### src/rtl/io_pkg.sv
// io_pkg: shared constants for the BRAM <-> UART io path.
// Holds the default bit time, the UART idle level and the state encodings
// used by bram_uart_sender and uart_tx_byte.
// Optional feature macro: UART_TX_PARITY_EN (adds the PARITY state encoding).
package io_pkg;

  // 100 MHz system clock / 115200 baud
  localparam int CLKS_PER_BIT_DEFAULT = 868;

  // Level of an idle UART line (also the stop bit level)
  localparam logic UART_IDLE = 1'b1;

  // Word sequencer states (top level)
  localparam logic [2:0] S_IDLE    = 3'd0;
  localparam logic [2:0] S_RD_WAIT = 3'd1;
  localparam logic [2:0] S_LOAD    = 3'd2;
  localparam logic [2:0] S_FRAME   = 3'd3;
  localparam logic [2:0] S_NEXT    = 3'd4;
  localparam logic [2:0] S_DONE    = 3'd5;

  // Byte serialiser states (uart_tx_byte)
  localparam logic [2:0] TX_IDLE   = 3'd0;
  localparam logic [2:0] TX_START  = 3'd1;
  localparam logic [2:0] TX_DATA   = 3'd2;
`ifdef UART_TX_PARITY_EN
  localparam logic [2:0] TX_PARITY = 3'd3;
`endif
  localparam logic [2:0] TX_STOP   = 3'd4;

endpackage

### src/rtl/uart_tx_byte.sv
// uart_tx_byte: serialises one byte as a UART frame on a registered tx line.
// Frame is start bit, 8 data bits LSB first, optional even parity, stop bit.
// A one-cycle load in idle captures the byte; frame_done is high during the
// last cycle of the stop bit so the sequencer can react without a lost cycle.
// Optional feature macro: UART_TX_PARITY_EN (8E1 frames instead of 8N1).
module uart_tx_byte
  import io_pkg::*;
#(
  parameter int CLKS_PER_BIT = CLKS_PER_BIT_DEFAULT
) (
  input  logic       clk,
  input  logic       rst,
  input  logic       load,
  input  logic [7:0] data_byte,
  output logic       tx,
  output logic       frame_done
);

  localparam int BAUD_W = (CLKS_PER_BIT > 1) ? $clog2(CLKS_PER_BIT) : 1;
  localparam logic [BAUD_W-1:0] BAUD_LAST = BAUD_W'(CLKS_PER_BIT - 1);

  logic [2:0]        state;
  logic [BAUD_W-1:0] baud;
  logic [2:0]        bit_cnt;
  logic [7:0]        shreg;
  logic              bit_end;
`ifdef UART_TX_PARITY_EN
  logic              parity;
`endif

  // A bit period ends on the last count of the baud counter
  assign bit_end    = (baud == BAUD_LAST);
  assign frame_done = (state == TX_STOP) && bit_end;

  // Frame sequencing: baud counter wraps each bit, tx always comes from a flop
  always_ff @(posedge clk) begin
    if (rst) begin
      state   <= TX_IDLE;
      baud    <= '0;
      bit_cnt <= '0;
      shreg   <= '0;
      tx      <= UART_IDLE;
`ifdef UART_TX_PARITY_EN
      parity  <= 1'b0;
`endif
    end else begin
      case (state)
        TX_IDLE: begin
          baud    <= '0;
          bit_cnt <= '0;
          if (load) begin
            shreg  <= data_byte;
`ifdef UART_TX_PARITY_EN
            parity <= ^data_byte;
`endif
            tx     <= 1'b0;
            state  <= TX_START;
          end
        end

        TX_START: begin
          if (bit_end) begin
            baud  <= '0;
            tx    <= shreg[0];
            state <= TX_DATA;
          end else begin
            baud <= baud + BAUD_W'(1);
          end
        end

        TX_DATA: begin
          if (bit_end) begin
            baud <= '0;
            if (bit_cnt == 3'd7) begin
              bit_cnt <= '0;
`ifdef UART_TX_PARITY_EN
              tx      <= parity;
              state   <= TX_PARITY;
`else
              tx      <= UART_IDLE;
              state   <= TX_STOP;
`endif
            end else begin
              bit_cnt <= bit_cnt + 3'd1;
              shreg   <= shreg >> 1;
              tx      <= shreg[1];
            end
          end else begin
            baud <= baud + BAUD_W'(1);
          end
        end

`ifdef UART_TX_PARITY_EN
        TX_PARITY: begin
          if (bit_end) begin
            baud  <= '0;
            tx    <= UART_IDLE;
            state <= TX_STOP;
          end else begin
            baud <= baud + BAUD_W'(1);
          end
        end
`endif

        TX_STOP: begin
          if (bit_end) begin
            baud  <= '0;
            state <= TX_IDLE;
          end else begin
            baud <= baud + BAUD_W'(1);
          end
        end

        default: begin
          baud  <= '0;
          tx    <= UART_IDLE;
          state <= TX_IDLE;
        end
      endcase
    end
  end

endmodule

### src/rtl/bram_uart_sender.sv
// bram_uart_sender: on a rising send command, reads WORD_COUNT words from
// block RAM starting at START_ADDR and sends the low byte of each one as a
// UART frame. Owns the command edge detector, address/word counters and the
// word sequencing; bit timing lives in uart_tx_byte.
// Between frames tx stays idle for exactly the NEXT, RD_WAIT and LOAD cycles.
// Optional feature macro: UART_TX_PARITY_EN (even parity bit per frame).
module bram_uart_sender
  import io_pkg::*;
#(
  parameter int                CLKS_PER_BIT = CLKS_PER_BIT_DEFAULT,
  parameter int                ADDR_W       = 16,
  parameter logic [ADDR_W-1:0] START_ADDR   = '0,
  parameter int                WORD_COUNT   = 4
) (
  input  logic              clk_100,
  input  logic              rst,
  input  logic              ctrl_io_send,
  input  logic [15:0]       data_in_io,
  output logic [ADDR_W-1:0] addr_io,
  output logic              tx,
  output logic              busy,
  output logic              done,
  output logic              led_tx
);

  localparam int WC_W = (WORD_COUNT > 1) ? $clog2(WORD_COUNT) : 1;
  localparam logic [WC_W-1:0] WORD_LAST = WC_W'(WORD_COUNT - 1);

  logic            send_cur;
  logic            send_prev;
  logic            start;
  logic [2:0]      state;
  logic [WC_W-1:0] word_cnt;
  logic            load;
  logic            frame_done;
  logic            unused_data_hi;

  // Only the low byte of each RAM word is transmitted
  assign unused_data_hi = ^data_in_io[15:8];

  // Register the send command and keep its previous value for edge detection
  always_ff @(posedge clk_100) begin
    if (rst) begin
      send_cur  <= 1'b0;
      send_prev <= 1'b0;
    end else begin
      send_cur  <= ctrl_io_send;
      send_prev <= send_cur;
    end
  end

  // A transfer is requested only on a 0->1 transition of the command
  assign start  = send_cur & ~send_prev;
  assign load   = (state == S_LOAD);
  assign led_tx = busy;

  // Word sequencer: fetch, hand byte to serialiser, wait for frame, advance
  always_ff @(posedge clk_100) begin
    if (rst) begin
      state    <= S_IDLE;
      addr_io  <= START_ADDR;
      word_cnt <= '0;
      busy     <= 1'b0;
      done     <= 1'b0;
    end else begin
      done <= 1'b0;
      case (state)
        S_IDLE: begin
          if (start) begin
            addr_io  <= START_ADDR;
            word_cnt <= '0;
            busy     <= 1'b1;
            state    <= S_RD_WAIT;
          end
        end

        S_RD_WAIT: state <= S_LOAD;

        S_LOAD: state <= S_FRAME;

        S_FRAME: begin
          if (frame_done) begin
            state <= S_NEXT;
          end
        end

        S_NEXT: begin
          if (word_cnt == WORD_LAST) begin
            done  <= 1'b1;
            busy  <= 1'b0;
            state <= S_DONE;
          end else begin
            word_cnt <= word_cnt + WC_W'(1);
            addr_io  <= addr_io + ADDR_W'(1);
            state    <= S_RD_WAIT;
          end
        end

        S_DONE: state <= S_IDLE;

        default: begin
          busy  <= 1'b0;
          state <= S_IDLE;
        end
      endcase
    end
  end

  uart_tx_byte #(
    .CLKS_PER_BIT(CLKS_PER_BIT)
  ) u_tx (
    .clk       (clk_100),
    .rst       (rst),
    .load      (load),
    .data_byte (data_in_io[7:0]),
    .tx        (tx),
    .frame_done(frame_done)
  );

endmodule

### config.mk
export PLATFORM = sky130hd
export DESIGN_NAME = bram_uart_sender
export DESIGN_NICKNAME = d
export VERILOG_FILES = /design/src/rtl/io_pkg.sv /design/src/rtl/uart_tx_byte.sv /design/src/rtl/bram_uart_sender.sv
export SDC_FILE = /design/constraint.sdc
export NUM_CORES = 1
export LEC_CHECK = 0
export CORE_MARGIN = 10
export CORE_UTILIZATION = 40
export DETAILED_ROUTE_END_ITERATION = 12
export HOLD_SLACK_MARGIN = 0.15
export PLACE_DENSITY = 0.74
export SYNTH_ARGS = -nofsm -noshare
export SYNTH_HDL_FRONTEND = slang
export SYNTH_SLANG_ARGS = --single-unit
### constraint.sdc
create_clock -name clk_100 -period 2.1 [get_ports clk_100]
set_input_delay 0.525 -clock clk_100 [delete_from_list [all_inputs] [get_ports clk_100]]
set_output_delay 0.525 -clock clk_100 [all_outputs]
set_load 0.01 [all_outputs]
==> results.sh <==
export IMPL_run_status="complete, no violations"
export IMPL_cap_viol_max_count=0
export IMPL_antenna_found_initial=0
export IMPL_synth_area_leader_cell="dfxtp_1"
export IMPL_die_height_um=97.8
export IMPL_synth_avg_cell_area_um2=8.71
export IMPL_vias=2034
export IMPL_wire_per_inst_um=12.9
export IMPL_clock_latency_ns=0.30
export IMPL_multi_input_area_mm2=0.00131
export IMPL_synth_area_mm2=0.00242
export IMPL_synth_edf_count=0
export IMPL_drive_gt1_frac=0.0777
export IMPL_routed_wl_um=4950
export IMPL_grt_total_usage=0.0980
export IMPL_start_kind="flop"
export IMPL_dieArea_mm2=0.00956
export IMPL_synth_cells=278
export IMPL_end_kind="flop"
export IMPL_fin_crit_ns=2.00
export IMPL_fin_util=0.494
export IMPL_setup_viol=0
export IMPL_vdd_drop_max_uv=441
export IMPL_yosys_warnings=0
export IMPL_min_delay_path_depth=2
export IMPL_yosysTopAreaCellShare=0.413
export IMPL_ys_top_cells_by_count="dfxtp_1, a21oi_1, nor2_1"
export IMPL_postPlaceCellArea_mm2=0.00280
export IMPL_initialDrtViolationCount=63
export IMPL_clockBufferDepth=2
export IMPL_globalRouteOverflowTotal=0
export IMPL_clock_sinks=50
export IMPL_rsz0062_at_grt="false"
export IMPL_leakage_nw=1.04
export IMPL_cp_top_family="simple AND/OR/NAND/NOR gates"
export IMPL_routed_via_density=5.30
export IMPL_hold_start="word_cnt[1]"
export IMPL_setup_tns_ns=0
export IMPL_cp_required_ns=2.33
export IMPL_routabilityCongestion=0.785
export IMPL_fill_cells=586
export IMPL_cts_buffers=5
export IMPL_yosysMostFrequentCell="dfxtp_1"
export IMPL_tightest_slew_ns=0.792
export IMPL_finish_instance_area_mm2=0.00291
export IMPL_io_buffers=30
export IMPL_worst_path_max_fanout=15
export IMPL_drt_first_pass_iters=4
export IMPL_synth_xor_area_frac=0.0543
export IMPL_grt_max_degree=26
export IMPL_fp_dieW_um=97.8
export IMPL_synth_top_family_by_area="simple AND/OR/NAND/NOR gates"
export IMPL_start_util=0.411
export IMPL_dp_hpwl_um=3660
export IMPL_rows=28
export IMPL_cts_tree="done"
export IMPL_worstPathCellList="ha_1 -> ha_1 -> or4b_1 -> o21a_4 -> or3_1 -> a21oi_1"
export IMPL_path_depth=6
export IMPL_diodes=0
export IMPL_fin_skew_ns=0.00671
export IMPL_htree_levels=2
export IMPL_fmax_mhz=501
export IMPL_rrSetupSlack_ns=0.10
export IMPL_drc_errors=0
export IMPL_cp_slowest_cell="or4b_1"
export IMPL_synthMuxAreaShare=0.0331
export IMPL_slew_viol_final=0
export IMPL_cts_resized=0
export IMPL_io_pins=39
export IMPL_arrival_ns=2.23
export IMPL_r2r_end="u_tx.shreg[6]"
export IMPL_synth_cell_type_count=46
export IMPL_fin_crit_sh=0.951
export IMPL_synth_fa_ha_area_frac=0.0258
export IMPL_async_reset_ff_frac=0
export IMPL_cts_reportedPaths_clkPinSlew_ns=0.09
export IMPL_rr_worst_depth=6
export IMPL_drtAntennaViolNets=0
export IMPL_min_to="word_cnt[1]"
export IMPL_syn2layout_area_growth_pct=20.2
export IMPL_cts_root_buf="clkbuf_8"
export IMPL_path_class="flop to flop"
export IMPL_cpMostUsedCell="ha_1"
export IMPL_synthTopCellsByArea="dfxtp_1, a21oi_1, xor2_1"
export IMPL_grt_pass1_vias=1885
export IMPL_worstReg2RegStart="u_tx.bit_cnt[0]"
export IMPL_critPathLaunch="u_tx.bit_cnt[0]"
export IMPL_crit_path_max_incr_delay_ns=0.49
export IMPL_postCtsHoldBufs=0
export IMPL_final_hold_violation_count=0
export IMPL_grt_pass1_wl_um=8310
export IMPL_ys_flop_type="dfxtp_1"
export IMPL_critPathBufInv=0
export IMPL_cellPowerDensity_mw_per_mm2=649
export IMPL_regArea_mm2=0.00100
export IMPL_slew_headroom=0.472
export IMPL_yosysSeqAreaShare=0.413
export IMPL_yosys_register_bits=50
export IMPL_cts_setup_buffers=0
export IMPL_synth_nets=302
export IMPL_final_nets=332
export IMPL_synth_compound_area_frac=0.172
export IMPL_core_mm2=0.00589
export IMPL_post_synth_and_or_nand_nor_area_fraction=0.255
export IMPL_hp_class="flop to flop"
==> area by class of cell <==
type | count | area share
clock buffers | 7 | 0.0262
inverters | 5 | 0.00645
flip-flops and latches | 50 | 0.344
clock inverters | 1 | 0.0103
well taps | 75 | 0.0323
repair buffers | 41 | 0.132
multi-input cells | 205 | 0.449
==> registers in the layout, indices dropped and copies added (netlist names), 2 cells and up <==
| register | flops |
|---|---|
| state | 3 |
| u_tx.bit_cnt | 3 |
| u_tx.shreg | 8 |
| u_tx.baud | 10 |
| u_tx.state | 3 |
| addr_io | 16 |
| word_cnt | 2 |
==> logic make-up (layout without fill, tap and decap cells) <==
| logic type | count (synthesis) | in the layout |
|---|---|---|
| buf+inv | 23 | 54 |
| mux | 8 | 8 |
| xor+xnor | 15 | 15 |
| flops | 50 | 50 |
| fa+ha+maj | 5 | 5 |
| compound gates | 70 | 70 |
| simple gates | 107 | 107 |
==> cell usage in the layout (no fill, tap or decap), types with 2 or more instances in the layout <==
| cell | n |
|---|---|
| nand2_1 | 15 |
| buf_4 | 11 |
| xnor2_1 | 5 |
| mux2i_1 | 8 |
| xor2_1 | 10 |
| and4_1 | 3 |
| a21oi_1 | 29 |
| nor3_1 | 2 |
| nor2b_1 | 6 |
| or3_1 | 13 |
| and3_1 | 4 |
| nand4_1 | 6 |
| a31oi_1 | 3 |
| o2111ai_1 | 2 |
| nand3_1 | 16 |
| nor3b_2 | 2 |
| inv_1 | 5 |
| clkbuf_1 | 2 |
| o31ai_1 | 7 |
| o21a_1 | 2 |
| ha_1 | 5 |
| clkdlybuf4s50_1 | 30 |
| dfxtp_1 | 50 |
| nor2_1 | 22 |
| o21ai_1 | 11 |
| or4_1 | 6 |
| o211ai_1 | 4 |
| a211oi_1 | 2 |
| clkbuf_8 | 5 |
| o21ai_0 | 7 |
==> worst register-to-register path: cells and delay by family (launching register included) <==
family	cells	cell delay, ns
compound gates	2	0.34
fa+ha+maj	2	0.40
simple gates	2	0.87
flops	1	0.33
==> power breakdown <==
part	total (mW)	internal [mW]	switching (mW)
Combinational	0.209	0.105	0.103
Clock	0.661	0.357	0.305
Sequential	1.02	0.980	0.0385
Total	1.89	1.44	0.447
==> worst max path at each step <==
stage                         end  slack [ns]
finish              u_tx.shreg[6]        0.10
CTS                 u_tx.shreg[1]        0.08
global route        u_tx.shreg[4]        0.03
detailed placement  u_tx.shreg[1]        0.11
global placement    u_tx.shreg[3]        0.19
floorplan           u_tx.shreg[5]        0.11
==> routing by layer <==
layer	track usage	wire, um
met5	0	0
met4	0.0268	42
met3	0.0331	257
met2	0.169	2370
met1	0.113	2280
==> metrics by stage <==
stage               worst slack (ns)  total power, mW  instances  hold WS, ns
global placement               0.188             1.24        376        0.442
detailed placement             0.111             1.25        376        0.459
global route                  0.0298             1.98        384        0.491
finish                         0.102             1.89        384        0.468
CTS                           0.0842             1.92        384        0.473
floorplan                      0.111             1.18        278        0.426
Power figures use the tool's default switching activity.
